[src/rtl/muldiv_hilo_unit.sv]
// Iterative unsigned MULTU/DIVU unit holding the HI/LO registers.
// One result bit per cycle; HI/LO change only on the commit edge.
module muldiv_hilo_unit #(
  parameter int WIDTH = 32,
  parameter int CNT_W = 6
) (
  input  logic             clk,
  input  logic             rst_n,
  input  logic             start,
  input  logic [3:0]       alu_ctrl,
  input  logic [WIDTH-1:0] src_a,
  input  logic [WIDTH-1:0] src_b,
  output logic             busy,
  output logic             done,
  output logic             stall,
  output logic [WIDTH-1:0] hi,
  output logic [WIDTH-1:0] lo,
  output logic [WIDTH-1:0] mf_result
);

  typedef enum logic [1:0] {IDLE, MUL, DIV, FIN} state_t;

  state_t             state_q;
  logic [CNT_W-1:0]   cnt_q;
  logic [2*WIDTH:0]   prod_q, prod_d;
  logic [WIDTH-1:0]   mcand_q, divisor_q, quo_q, quo_d, hi_q, lo_q;
  logic [WIDTH:0]     rem_q, rem_d, add_sum;
  logic [WIDTH+1:0]   rem_sh, rem_diff;
  logic               busy_q, done_q;
  logic               is_mul, is_div, last_iter;

  assign is_mul    = start && (alu_ctrl == 4'd7);
  assign is_div    = start && (alu_ctrl == 4'd8);
  assign last_iter = (cnt_q == CNT_W'(WIDTH - 1));

  // One shift-add step and one restoring-divide step, evaluated every cycle.
  always_comb begin
    add_sum  = prod_q[2*WIDTH:WIDTH] + (prod_q[0] ? {1'b0, mcand_q} : {(WIDTH+1){1'b0}});
    prod_d   = {1'b0, add_sum, prod_q[WIDTH-1:1]};
    rem_sh   = {rem_q, quo_q[WIDTH-1]};
    rem_diff = rem_sh - {2'b00, divisor_q};
    if (rem_diff[WIDTH+1]) begin
      rem_d = rem_sh[WIDTH:0];
      quo_d = {quo_q[WIDTH-2:0], 1'b0};
    end else begin
      rem_d = rem_diff[WIDTH:0];
      quo_d = {quo_q[WIDTH-2:0], 1'b1};
    end
  end

  always_ff @(posedge clk or negedge rst_n) begin
    if (!rst_n) begin
      state_q   <= IDLE;
      cnt_q     <= '0;
      prod_q    <= '0;
      mcand_q   <= '0;
      divisor_q <= '0;
      quo_q     <= '0;
      rem_q     <= '0;
      hi_q      <= '0;
      lo_q      <= '0;
      busy_q    <= 1'b0;
      done_q    <= 1'b0;
    end else begin
      case (state_q)
        IDLE, FIN: begin
          done_q  <= 1'b0;
          state_q <= IDLE;
          if (is_mul) begin
            mcand_q <= src_a;
            prod_q  <= {{(WIDTH+1){1'b0}}, src_b};
            cnt_q   <= '0;
            busy_q  <= 1'b1;
            state_q <= MUL;
          end else if (is_div) begin
            divisor_q <= src_b;
            quo_q     <= src_a;
            rem_q     <= '0;
            cnt_q     <= '0;
            // Divide by zero resolves immediately without iterating.
            if (src_b == '0) begin
              hi_q    <= src_a;
              lo_q    <= '1;
              done_q  <= 1'b1;
              state_q <= FIN;
            end else begin
              busy_q  <= 1'b1;
              state_q <= DIV;
            end
          end
        end
        MUL: begin
          prod_q <= prod_d;
          cnt_q  <= cnt_q + CNT_W'(1);
          if (last_iter) begin
            hi_q    <= prod_d[2*WIDTH-1:WIDTH];
            lo_q    <= prod_d[WIDTH-1:0];
            busy_q  <= 1'b0;
            done_q  <= 1'b1;
            state_q <= FIN;
          end
        end
        DIV: begin
          rem_q <= rem_d;
          quo_q <= quo_d;
          cnt_q <= cnt_q + CNT_W'(1);
          if (last_iter) begin
            hi_q    <= rem_d[WIDTH-1:0];
            lo_q    <= quo_d;
            busy_q  <= 1'b0;
            done_q  <= 1'b1;
            state_q <= FIN;
          end
        end
        default: state_q <= IDLE;
      endcase
    end
  end

  assign busy  = busy_q;
  assign done  = done_q;
  assign hi    = hi_q;
  assign lo    = lo_q;
  assign stall = busy_q && start && (alu_ctrl >= 4'd7) && (alu_ctrl <= 4'd10);
  assign mf_result = (alu_ctrl == 4'd9)  ? hi_q :
                     (alu_ctrl == 4'd10) ? lo_q : '0;

endmodule

[config.mk]
export PLATFORM = sky130hd
export DESIGN_NAME = muldiv_hilo_unit
export DESIGN_NICKNAME = d
export VERILOG_FILES = /design/src/rtl/muldiv_hilo_unit.sv
export SDC_FILE = /design/constraint.sdc
export NUM_CORES = 1
export LEC_CHECK = 0
export CORE_MARGIN = 8
export CORE_UTILIZATION = 35
export CTS_CLUSTER_SIZE = 16
export DETAILED_ROUTE_END_ITERATION = 6
export GPL_ROUTABILITY_DRIVEN = 0
export PLACE_DENSITY = 0.51
export SYNTH_ARGS = -nofsm -noshare
export SYNTH_HDL_FRONTEND = slang
export SYNTH_SLANG_ARGS = --single-unit
[constraint.sdc]
create_clock -name clk -period 4.9 [get_ports clk]
set_clock_uncertainty 0.2 [all_clocks]
set_input_delay 1.225 -clock clk [delete_from_list [all_inputs] [get_ports clk]]
set_output_delay 1.225 -clock clk [all_outputs]
set_load 0.03 [all_outputs]
==> impl_metrics.tcl <==
set metrics [dict create \
    clock_sinks 267 \
    grt_start_max_net_pins 98 \
    drive_gt1_share_pct 10.4 \
    r2r_cells 12 \
    drv_slew 0 \
    design_area_mm2 0.0194 \
    critical_path.max_fanout 17 \
    wire_per_inst_um 22.1 \
    areaGrowthSynthToFinish_pct 21.3 \
    mostFrequentLayoutCells "267 x dfrtp_1, 245 x nand2_1, 228 x o21ai_0" \
    fp-row-count 78 \
    port_buffers 169 \
    clock.fmax_mhz 216 \
    maxCapViolCount 0 \
    crit_type "in -> out" \
    hold_viol_final 0 \
    fillCellCount 4487 \
    crit_path_cell_trace "clkdlybuf4s50_1, nand2b_1, nor3b_2, buf_4, a22o_1, clkdlybuf4s50_1" \
    placedInstanceArea_mm2 0.0184 \
    async_flop_share_pct 100 \
    crit_family "buffers and inverters" \
    tns_ps 0 \
    drt_iter0_drc 1002 \
    multi_input_area_mm2 0.00876 \
    antenna_found_initial 1 \
    drc_errors 0 \
    cp.required_ps 3470 \
    worstSkewPairLatency_ps 540 \
    avgSynthCellArea_um2 9.11 \
    crit_buf_inv 3 \
    final_common_cell "dfrtp_1" \
    cts_max_path_buffers 3 \
    whs_path_depth 2 \
    crit_path_max_incr_delay_ps 670 \
    synth-seq-area-share_pct 41.7 \
    cts_tree "yes" \
    hold_buffers 0 \
    fin_nets 2019 \
    p_leak_uw 0.00841 \
    cp_slowest_cell "clkdlybuf4s50_1" \
    core_mm2 0.0453 \
    synthFlopType "dfrtp_1" \
    yosysTopAreaCellShare_pct 41.7 \
    status "complete, no violations" \
    vias 13900 \
    dp.cells 2443 \
    hold_path_class "reg -> reg" \
    io_pins 170 \
    ys_seq_elements 267 \
    viasPerCell 5.57 \
    rsz0062_at_grt "no" \
    end_kind "output pin" \
    postRouteWirelength_um 55200 \
    synth_edf_count 0 \
    ant_nets 0 \
    tightest_slew_ps 1230 \
    globalRoute.totalOverflow 0 \
    hpwl_um 40700 \
    start_util_pct 35.4 \
    setup-violations-final 0 \
    fin_crit_ps 4630 \
    grt_pass1_wl_um 85800 \
    ys_warn_count 0 \
    synthTopCellsByArea "dfrtp_1 42%, o21ai_0 7.1%, nand2_1 5.7%, ha_1 5.2%, mux2_2 4.6%" \
    ff_latch_area_mm2 0.00668 \
    cts-root-buf "clkbuf_16" \
    cts_max_level 2 \
    arrival_ps 3210 \
    syn_area_mm2 0.0160 \
    layout.cells.non_filler 2501 \
    crit_path_frequent_cell "clkdlybuf4s50_1" \
    syn-instance-count 1760 \
    worstSetupStartpointType "primary input" \
    powerDensity_mw_per_mm2 763 \
    yosysTopAreaCell "dfrtp_1" \
    fin_crit_sh_pct 94.6 \
    numCtsBuffers 34 \
    syn-num-nets 1900 \
    yosys.cell_types.count 73 \
    ir_worst_vdd_mv 0.419 \
    fp.dieW_um 230 \
    diodes 0 \
    crit_cells 6 \
    grt_usage_pct 20.5 \
    total_power_uw 14800 \
    grt_pass1_vias 14000 \
    die_h_um 230 \
    postCtsSetupRepairBufs 0 \
    firstDrtPassIters 5 \
    final_util_pct 43.0 \
    slew_headroom_pct 17.5 \
    path_clk_slew_ps 50 \
    postCtsResizedCells 0 \
    dieArea_mm2 0.0529 \
]
cells in the mapped netlist (29+ instances only):
cell type,count
ha_1,67
a221oi_1,34
or3_1,34
and2_1,37
a22o_1,36
clkbuf_1,92
xnor2_1,32
nand2_1,245
mux2i_1,66
nor2_1,47
o21ai_0,228
a31oi_1,39
nor3_1,29
inv_1,51
a21oi_1,72
dfrtp_1,267
o21ai_1,37
mux2_2,66
a21o_1,33
flip-flops by register name, indices dropped and copies added (netlist names):
name	count
hi	32
rem_q	33
divisor_q	32
state_q	2
cnt_q	6
done	1
lo	32
busy	1
quo_q	32
mcand_q	32
prod_q	64
worst register-to-register path, stage by stage, from the launching register on:
cell,delay (ps)
dfrtp_1,340
buf_4,330
nand2_1,200
fa_1,440
nand2b_1,210
a211oi_1,310
o2111ai_1,240
a41oi_1,600
a31oi_1,340
o311a_1,390
xnor2_1,140
nand2_1,120
a31oi_1,200
through the flow:
step / hold slack, ps / worst slack (ps)
global placement: 271 / 293
finish: 284 / 265
detailed placement: 279 / 278
floorplan: 245 / 1020
global route: 301 / 147
CTS: 292 / 265
final timing paths:
path	start	end	slack (ps)
max in group asynchronous	rst_n	mcand_q[6]$_DFFE_PN0P_	3100
hold / removal	prod_q[54]$_DFFE_PN0P_	prod_q[54]$_DFFE_PN0P_	280
hold reg to reg	prod_q[54]$_DFFE_PN0P_	prod_q[54]$_DFFE_PN0P_	280
setup reg to reg	prod_q[0]$_DFFE_PN0P_	hi[23]$_DFFE_PN0P_	790
setup / recovery	alu_ctrl[2]	mf_result[23]	270
min in group asynchronous	rst_n	cnt_q[3]$_DFFE_PN0N_	510
logic make-up (layout without fill, tap and decap cells):
family,Yosys count,in the layout,synth area share [%]
compound gates,576,576,22.6
buf+inv,168,309,4.15
fa+ha+maj,69,69,5.48
xor+xnor,49,49,2.68
simple gates,499,499,14.7
flops,267,267,41.7
mux,132,132,8.75
cell type report:
class                           count  share of cell area [%]
Multi-Input combinational cell   1325                    45.0
Clock buffer                       45                    4.85
Inverter                           52                    1.00
Clock inverter                     13                   0.624
Timing Repair Buffer              199                    10.3
Sequential cell                   267                    34.4
Tap cell                          600                    3.86
metal layers:
metal	up-vias	GRT usage, %	part of all wire [%]
met1	6793	27.9	45
li1	6618	-	-
met2	433	32.1	45
met5	-	0	0.024
met4	2	7.17	3.3
met3	87	4.42	6.5
where the power goes:
group,internal (µW),switching (µW)
logic,3110,5130
clock network,1460,992
registers,3240,914
total,7800,7040
(Power assumes the default switching activity.)
